--- config.mk ---
export PLATFORM = sky130hd
export DESIGN_NAME = pipe_reg_chain_flat
export DESIGN_NICKNAME = d
export VERILOG_FILES = /design/src/rtl/pipe_pkg.sv /design/src/rtl/pipe_reg_chain_if.sv /design/src/rtl/pipe_stage.sv /design/src/rtl/pipe_reg_chain.sv /design/src/flat_wrapper.sv
export SDC_FILE = /design/constraint.sdc
export NUM_CORES = 1
export LEC_CHECK = 0
export CAP_MARGIN = 40
export CELL_PAD_IN_SITES_DETAIL_PLACEMENT = 0
export CELL_PAD_IN_SITES_GLOBAL_PLACEMENT = 1
export CORE_UTILIZATION = 36
export CTS_BUF_LIST = sky130_fd_sc_hd__clkbuf_16
export CTS_CLUSTER_SIZE = 14
export DETAILED_ROUTE_END_ITERATION = 10
export PLACE_DENSITY_LB_ADDON = 0.1
export REMOVE_ABC_BUFFERS = 1
export SYNTH_ARGS = -nofsm -noshare
export SYNTH_HDL_FRONTEND = slang
export SYNTH_HIERARCHICAL = 1
export SYNTH_SLANG_ARGS = --single-unit
--- constraint.sdc ---
create_clock -name clk -period 1.7 [get_ports clk]
set_clock_uncertainty 0.15 [all_clocks]
set_input_delay 0.255 -clock clk [delete_from_list [all_inputs] [get_ports clk]]
set_output_delay 0.255 -clock clk [all_outputs]
set_load 0.05 [all_outputs]
--- src/rtl/pipe_pkg.sv ---
// Shared constants and types for the elastic pipeline register chain.
// Optional feature macro: PIPE_REG_CHAIN_PARITY_EN (per-stage even parity).
package pipe_pkg;

    localparam int DEF_DATA_W = 26;
    localparam int DEF_DEPTH  = 2;

    // Width of an occupancy counter that must represent 0..depth inclusive.
    function automatic int cnt_w(input int depth);
        return $clog2(depth + 1);
    endfunction

    typedef struct packed {
        logic                  valid;
        logic [DEF_DATA_W-1:0] data;
`ifdef PIPE_REG_CHAIN_PARITY_EN
        logic                  parity;
`endif
    } stage_t;

endpackage

--- src/rtl/pipe_reg_chain_if.sv ---
// Handshake bundle for pipe_reg_chain: upstream push, downstream pop, flush, occupancy.
// Optional feature macro: PIPE_REG_CHAIN_PARITY_EN adds the sticky par_err signal.
interface pipe_reg_chain_if
    import pipe_pkg::*;
#(
    parameter int DATA_W = DEF_DATA_W,
    parameter int DEPTH  = DEF_DEPTH
);
    // A word moves on a rising edge exactly when valid & ready are both high on
    // that side; in_ready already includes !flush, while out_valid is raw state
    // and must be ignored by the consumer during a flush cycle.
    logic                     in_valid;
    logic                     in_ready;
    logic [DATA_W-1:0]        in_data;
    logic                     out_valid;
    logic                     out_ready;
    logic [DATA_W-1:0]        out_data;
    logic                     flush;
    logic [cnt_w(DEPTH)-1:0]  count;
`ifdef PIPE_REG_CHAIN_PARITY_EN
    logic                     par_err;
`endif

    modport slave (
        input  in_valid, in_data, out_ready, flush,
`ifdef PIPE_REG_CHAIN_PARITY_EN
        output par_err,
`endif
        output in_ready, out_valid, out_data, count
    );

    modport master (
        output in_valid, in_data, out_ready, flush,
`ifdef PIPE_REG_CHAIN_PARITY_EN
        input  par_err,
`endif
        input  in_ready, out_valid, out_data, count
    );

endinterface

--- src/rtl/pipe_stage.sv ---
// One elastic stage: a valid bit plus a data word with load/clear/hold control.
// Data only changes on load, so an emptied stage keeps its last word.
module pipe_stage #(
    parameter int           W         = 1,
    parameter logic [W-1:0] RESET_VAL = '0
) (
    input  logic         clk,
    input  logic         rst_n,
    input  logic         load_i,
    input  logic         clear_i,
    input  logic [W-1:0] d_i,
    output logic         valid_o,
    output logic [W-1:0] q_o
);

    logic         valid_q, valid_d;
    logic [W-1:0] data_q, data_d;

    always_comb begin
        valid_d = valid_q;
        data_d  = data_q;
        if (load_i) begin
            valid_d = 1'b1;
            data_d  = d_i;
        end else if (clear_i) begin
            valid_d = 1'b0;
        end
    end

    always_ff @(posedge clk or negedge rst_n) begin
        if (!rst_n) begin
            valid_q <= 1'b0;
            data_q  <= RESET_VAL;
        end else begin
            valid_q <= valid_d;
            data_q  <= data_d;
        end
    end

    assign valid_o = valid_q;
    assign q_o     = data_q;

endmodule

--- src/rtl/pipe_reg_chain.sv ---
// DEPTH-stage elastic pipeline register with valid/ready, synchronous flush and occupancy count.
// Optional feature macro: PIPE_REG_CHAIN_PARITY_EN (even parity carried per stage, sticky par_err).
module pipe_reg_chain
    import pipe_pkg::*;
#(
    parameter int                DATA_W    = DEF_DATA_W,
    parameter int                DEPTH     = DEF_DEPTH,
    parameter logic [DATA_W-1:0] RESET_VAL = '0
) (
    input  logic             clk,
    input  logic             rst_n,
    pipe_reg_chain_if.slave  bus
);

    localparam int CNT_W = cnt_w(DEPTH);
`ifdef PIPE_REG_CHAIN_PARITY_EN
    localparam int              SW        = DATA_W + 1;
    localparam logic [SW-1:0]   STAGE_RST = {^RESET_VAL, RESET_VAL};
`else
    localparam int              SW        = DATA_W;
    localparam logic [SW-1:0]   STAGE_RST = RESET_VAL;
`endif

    logic [DEPTH-1:0] v, adv, load, clear;
    logic [SW-1:0]    q [DEPTH];
    logic [SW-1:0]    in_word;
    logic             accept, consume, hole;
    logic [CNT_W-1:0] count_q, count_d;

    // A valid stage advances iff the output is consuming or any stage above it
    // is empty; this is the recursive advance rule unrolled from the output side.
    always_comb begin
        adv  = '0;
        hole = bus.out_ready;
        for (int i = DEPTH - 1; i >= 0; i--) begin
            adv[i] = v[i] & hole;
            hole   = hole | ~v[i];
        end
    end

    assign bus.in_ready = ~bus.flush & (~v[0] | adv[0]);
    assign accept       = bus.in_valid & bus.in_ready;
    assign consume      = adv[DEPTH-1] & ~bus.flush;

    always_comb begin
        load     = '0;
        clear    = '0;
        load[0]  = accept;
        clear[0] = adv[0] | bus.flush;
        for (int i = 1; i < DEPTH; i++) begin
            load[i]  = adv[i-1] & ~bus.flush;
            clear[i] = adv[i] | bus.flush;
        end
    end

`ifdef PIPE_REG_CHAIN_PARITY_EN
    assign in_word = {^bus.in_data, bus.in_data};
`else
    assign in_word = bus.in_data;
`endif

    for (genvar i = 0; i < DEPTH; i++) begin : g_stage
        logic [SW-1:0] d_in;
        if (i == 0) begin : g_head
            assign d_in = in_word;
        end else begin : g_body
            assign d_in = q[i-1];
        end

        pipe_stage #(
            .W         (SW),
            .RESET_VAL (STAGE_RST)
        ) u_stage (
            .clk     (clk),
            .rst_n   (rst_n),
            .load_i  (load[i]),
            .clear_i (clear[i]),
            .d_i     (d_in),
            .valid_o (v[i]),
            .q_o     (q[i])
        );
    end

    always_comb begin
        count_d = count_q;
        if (bus.flush) begin
            count_d = '0;
        end else if (accept & ~consume) begin
            count_d = count_q + 1'b1;
        end else if (~accept & consume) begin
            count_d = count_q - 1'b1;
        end
    end

    always_ff @(posedge clk or negedge rst_n) begin
        if (!rst_n) begin
            count_q <= '0;
        end else begin
            count_q <= count_d;
        end
    end

    assign bus.out_valid = v[DEPTH-1];
    assign bus.out_data  = q[DEPTH-1][DATA_W-1:0];
    assign bus.count     = count_q;

`ifdef PIPE_REG_CHAIN_PARITY_EN
    // Sticky: only rst_n clears it, flush deliberately leaves it alone.
    logic par_err_q, par_err_d;

    always_comb begin
        par_err_d = par_err_q;
        if (v[DEPTH-1] & bus.out_ready &
            ((^q[DEPTH-1][DATA_W-1:0]) != q[DEPTH-1][DATA_W])) begin
            par_err_d = 1'b1;
        end
    end

    always_ff @(posedge clk or negedge rst_n) begin
        if (!rst_n) begin
            par_err_q <= 1'b0;
        end else begin
            par_err_q <= par_err_d;
        end
    end

    assign bus.par_err = par_err_q;
`endif

endmodule

--- src/flat_wrapper.sv ---
// flat-port wrapper written by rule: the top's interface ports become plain ports
module pipe_reg_chain_flat import pipe_pkg::*;
#(
    parameter int                DATA_W    = DEF_DATA_W,
    parameter int                DEPTH     = DEF_DEPTH,
    parameter logic [DATA_W-1:0] RESET_VAL = '0
)
  (clk, rst_n, bus_in_valid, bus_in_data, bus_out_ready, bus_flush, bus_in_ready, bus_out_valid, bus_out_data, bus_count);
  pipe_reg_chain_if #(.DATA_W(DATA_W), .DEPTH(DEPTH)) bus_i ();
  input  logic clk;
  input  logic rst_n;
  input wire logic [$bits(bus_i.in_valid)-1:0] bus_in_valid;
  input wire logic [$bits(bus_i.in_data)-1:0] bus_in_data;
  input wire logic [$bits(bus_i.out_ready)-1:0] bus_out_ready;
  input wire logic [$bits(bus_i.flush)-1:0] bus_flush;
  output wire logic [$bits(bus_i.in_ready)-1:0] bus_in_ready;
  output wire logic [$bits(bus_i.out_valid)-1:0] bus_out_valid;
  output wire logic [$bits(bus_i.out_data)-1:0] bus_out_data;
  output wire logic [$bits(bus_i.count)-1:0] bus_count;
  assign bus_i.in_valid = bus_in_valid;
  assign bus_i.in_data = bus_in_data;
  assign bus_i.out_ready = bus_out_ready;
  assign bus_i.flush = bus_flush;
  assign bus_in_ready = bus_i.in_ready;
  assign bus_out_valid = bus_i.out_valid;
  assign bus_out_data = bus_i.out_data;
  assign bus_count = bus_i.count;
  pipe_reg_chain #(.DATA_W(DATA_W), .DEPTH(DEPTH), .RESET_VAL(RESET_VAL)) u_core (.clk(clk), .rst_n(rst_n), .bus(bus_i));
endmodule
Word level (Yosys, flattened, before mapping)
Cells that the tools add are included.
{"block": "classes", "n_addsub": 2, "mux": 7, "bitwise": 17, "n_reduce_logical": 3}
{"op": "bitwise AND 1 bit", "n": 8}
{"op": "two-way mux 2 bit", "n": 3}
{"op": "NOT 1 bit", "n": 5}
{"op": "two-way mux 1 bit", "n": 4}
{"op": "OR 1 bit", "n": 4}
{"op": "nonzero test 2 bit", "n": 2}
{"op": "nonzero test 3 bit", "n": 1}
{"op": "adder 2 x 1 -> 2 bit (second input constant)", "n": 1}
{"op": "subtractor 2 x 1 -> 2 bit (second input constant)", "n": 1}
{"block": "totals", "ff_bits": 56, "in_bits": 31, "output_inout_bits": 30, "word_cells": 34}

Longest topological paths before layout
{"block": "logic_depth", "depth_word": 11, "ltp_mapped": 6, "ltp_nobuf": 5}

By module
Netlist, hierarchy kept.
{"mod": "pipe_stage", "instances": 2, "cells_per_inst": 58, "area_per_inst_um2": 1102.3, "seq_area_each_um2": 675.6}
{"mod": "pipe_reg_chain", "instances": 1, "cells_per_inst": 23, "area_per_inst_um2": 190.2, "seq_area_each_um2": 50.0}

Worst setup path after synthesis
No wires, ideal clock.
{"block": "synth_timing", "kind": "register to output", "startpoint": "register u_core.g_stage[1].u_stage.valid_q", "endpoint": "output bus_in_ready", "arrival_ns": 1.533, "required_ns": 1.295, "setup_slack_ns": -0.238, "path_stages_with_launch": 3, "path_buffers": 0, "path_cell_list": "dfrtp_1 > and3b_1 > nor2_1"}
{"block": "synth_via", "elab_chain_len": 5}
{"element": "start: declaration", "line": "pipe_stage.sv:16", "source": "logic valid_q, valid_d;"}
{"element": "start signal: assignment", "line": "pipe_stage.sv:35", "source": "valid_q <= valid_d;"}
{"element": "NOT 1 bit", "line": "pipe_reg_chain.sv:37", "source": "hole = hole | ~v[i];"}
{"element": "OR 1 bit", "line": "pipe_reg_chain.sv:37"}
{"element": "bitwise AND 1 bit", "line": "pipe_reg_chain.sv:36", "source": "adv[i] = v[i] & hole;"}
{"element": "OR 1 bit", "line": "pipe_reg_chain.sv:41", "source": "assign bus.in_ready = ~bus.flush & (~v[0] | adv[0]);"}
{"element": "bitwise AND 1 bit", "line": "pipe_reg_chain.sv:41"}
{"element": "end: declaration", "line": "flat_wrapper.sv:16", "source": "output wire logic [$bits(bus_i.in_ready)-1:0] bus_in_ready;"}
Every way passes these cells.

Final worst setup path
{"block": "layout_timing", "startpoint": "register u_core.g_stage[1].u_stage.valid_q", "endpoint": "register u_core.g_stage[1].u_stage.data_q[0]"}
{"block": "layout_via", "elab_chain_len": 4}
{"element": "NOT 1 bit", "line": "pipe_reg_chain.sv:37"}
{"element": "OR 1 bit", "line": "pipe_reg_chain.sv:37"}
{"element": "bitwise AND 1 bit", "line": "pipe_reg_chain.sv:36"}
{"element": "bitwise AND 1 bit", "line": "pipe_reg_chain.sv:51", "source": "load[i] = adv[i-1] & ~bus.flush;"}
{"element": "net u_core.load[1]", "line": "pipe_reg_chain.sv:24", "source": "logic [DEPTH-1:0] v, adv, load, clear;"}
{"element": "end signal: assignment", "line": "pipe_stage.sv:36", "source": "data_q <= data_d;"}
{"element": "end: declaration", "line": "pipe_stage.sv:17", "source": "logic [W-1:0] data_q, data_d;"}
The timed path passes the listed nets, and every way through them passes these cells.
A chain may end at the register's enable or synchronous reset.

==> results_dict.tcl <==
set metrics [dict create \
    outcome "complete, no violations" \
    end_kind "flop" \
    p_per_area_nw_per_um2 1484 \
    leakagePower_uw 0.001592 \
    ys_top_cells_by_area "dfrtp_1, mux2_4, mux2_2" \
    postLayoutCoreUtil_pct 53.57 \
    critical_path_required_ns 1.73 \
    ys_ff_latch 56 \
    seq_power_share_pct 37.5 \
    netlist_instances 139 \
    tns_ns 0 \
    die_w_um 83.56 \
    die_y_um 83.56 \
    gr-total-overflow 0 \
    dp_hpwl_um 3124 \
    layout-drive-gt1-share_pct 52.94 \
    nNetsFinal 251 \
    drtAntennaViolNets 0 \
    peakVddDrop_uv 698.2 \
    min_period_over_period_pct 98.51 \
    clock_latency_ns 0.29 \
    finalWirelength_um 4613 \
    crit_arrival_ns 1.70 \
    drv_slew 0 \
    power_frac_clock_pct 19.9 \
    final_cells 298 \
    tightest_slew_ns 0.2998 \
    swShare_pct 37.75 \
    startpoint_type "flop" \
    yosysTopAreaCellShare_pct 58.52 \
    ys_warn_count 6 \
    cts_num_sinks 56 \
    boundaryPins 61 \
    num_vias 1407 \
    num_rows 29 \
    synth-seq-area-share_pct 58.52 \
    worst_hold_path_type "in -> async" \
    path_class "reg -> reg" \
    switching_power_uw 1917 \
    p_total_uw 5077 \
    synth_top_cell_by_area "dfrtp_1" \
    p_int_uw 3161 \
    first_iter_violations 44 \
    gp_congestion 0.7248 \
    holdWs_ns 0.3502 \
    crit_fanout 7 \
    cts_root_buf "clkbuf_16" \
    initial_core_util_pct 37.50 \
    placed_cells 285 \
    core_um2 6386 \
    grt_first_pass_wirelength_um 7534 \
    setup_viol 0 \
    grt.total_usage_pct 13.58 \
    area_growth_pct 42.84 \
    ys_types 21 \
    drcViolationCount 0 \
    clkTransAtPathRegs_ns 0.07 \
    antenna_found_initial 0 \
    grt_start_max_net_pins 57 \
    final_common_cell "dfrtp_1" \
    max_slew_margin_pct 80.01 \
    first_pass_iters 2 \
    cts_made_buffers 5 \
    clockBufferDepth 2 \
    diodes 0 \
    portBuffers 60 \
    synth_area_um2 2395 \
    comb_power_share_pct 42.6 \
    wl_per_cell_um 15.48 \
    max-cap-violations 0 \
    max_freq_mhz 597.1 \
    rsz0062_at_grt "yes" \
    via_per_inst 4.721 \
    mostFrequentLayoutCells "dfrtp_1, mux2_4, buf_4" \
    tritoncts "done" \
    hold_viol_final 0 \
    die-area_um2 6982 \
    period_minus_slack_ns 1.675 \
    synth.avg_cell_area_um2 17.23 \
    htreeDepth 2 \
    first_global_vias 1479 \
]
## cells in the mapped netlist
cell and instances:
o21ai_1 2, mux2_4 38, mux2_2 14, nand2_1 1
buf_6 2, a21oi_1 1, nand2b_1 2, or3b_1 1
a211oi_1 1, buf_12 4, o21ai_0 1, and3b_1 2
nor2_1 4, a41o_1 1, a311oi_1 1, nor4bb_1 1
nand2b_4 1, xor2_1 1, a21o_1 2, inv_1 3
dfrtp_1 56
## state kept, by name (all words and copies together), names as in the netlist
name,flops
u_core/bus.count,2
u_core/g_stage.u_stage/q_o,52
u_core/g_stage.u_stage/valid_o,2
## power groups by stage
stage | Combinational, µW | Sequential, µW | Clock [µW]
floorplan | 550 | 2770 | 0
global placement | 2110 | 1910 | 0
detailed placement | 2130 | 1930 | 0
CTS | 2140 | 1910 | 1050
global route | 2240 | 1950 | 1100
finish | 2160 | 1900 | 1010
## timing repair
action,in CTS,in global routing
hold endpoints to repair,56,0
resized for setup,4,5
gates cloned,0,2
buffers inserted,2,1
hold buffers,1,0
pin swaps,2,2
setup endpoints to repair,3,13
## through the flow
stage          cell area [µm²]  setup slack [ns]
3_5_place_dp              3162           -0.3062
6_report                  3421           0.02534
2_1_floorplan             2292            -1.546
3_3_place_gp              3162           -0.2869
4_1_cts                   3329           0.02018
5_1_grt                   3421          -0.02555
## per-layer routing
layer / part of all wire, % / global-route usage, %
met2: 47 / 21.58
met5: 0 / 0
met1: 47 / 18.54
met4: 0.63 / 2.773
met3: 5.2 / 3.956
## cells by family (layout without fill, tap and decap cells)
group,count (synthesis),count (layout),synth area share [%]
and+or+nand+nor,12,12,3.396
buffers and inverters,9,91,4.754
DFF,56,56,58.52
xor gates and xnor gates,1,1,0.3658
muxes,52,52,30.41
AOI/OAI and AO/OA,9,9,2.560
## critical path, cell delays in order (launching register included)
cell and delay, ns:
dfrtp_1 0.40, buf_6 0.13, inv_1 0.06, o21ai_2 0.08, nor2_4 0.14, buf_12 0.14
buf_12 0.13, mux2_2 0.33
## path summary, 6_finish.rpt
check	cells past startpoint	slack, ns	to	start
worst max-delay path	7	0.03	u_core/g_stage[1].u_stage/q_o[0]$_DFFE_PN0P_	u_core/g_stage[1].u_stage/valid_o$_DFFE_PN0P_
worst min-delay path	3	0.35	u_core/bus.count[1]$_DFFE_PN0P_	rst_n
worst max register to register	7	0.03	u_core/g_stage[1].u_stage/q_o[0]$_DFFE_PN0P_	u_core/g_stage[1].u_stage/valid_o$_DFFE_PN0P_
worst min register to register	1	0.36	u_core/g_stage[1].u_stage/q_o[14]$_DFFE_PN0P_	u_core/g_stage[0].u_stage/q_o[14]$_DFFE_PN0P_
max in group asynchronous	3	0.80	u_core/g_stage[1].u_stage/valid_o$_DFFE_PN0P_	rst_n
min in group clk	1	0.36	u_core/g_stage[1].u_stage/q_o[14]$_DFFE_PN0P_	u_core/g_stage[0].u_stage/q_o[14]$_DFFE_PN0P_
## final cells by class
| type | instances | area, µm² |
|---|---|---|
| Multi-Input combinational cell | 74 | 917.1 |
| Inverter | 3 | 11.26 |
| Sequential cell | 56 | 1401 |
| Clock buffer | 5 | 125.1 |
| Clock inverter | 3 | 17.52 |
| Fill cell | 545 | 2965 |
| Timing Repair Buffer | 80 | 852.1 |
| Tap cell | 77 | 96.34 |
No activity file was read; power rests on OpenSTA's default activity.
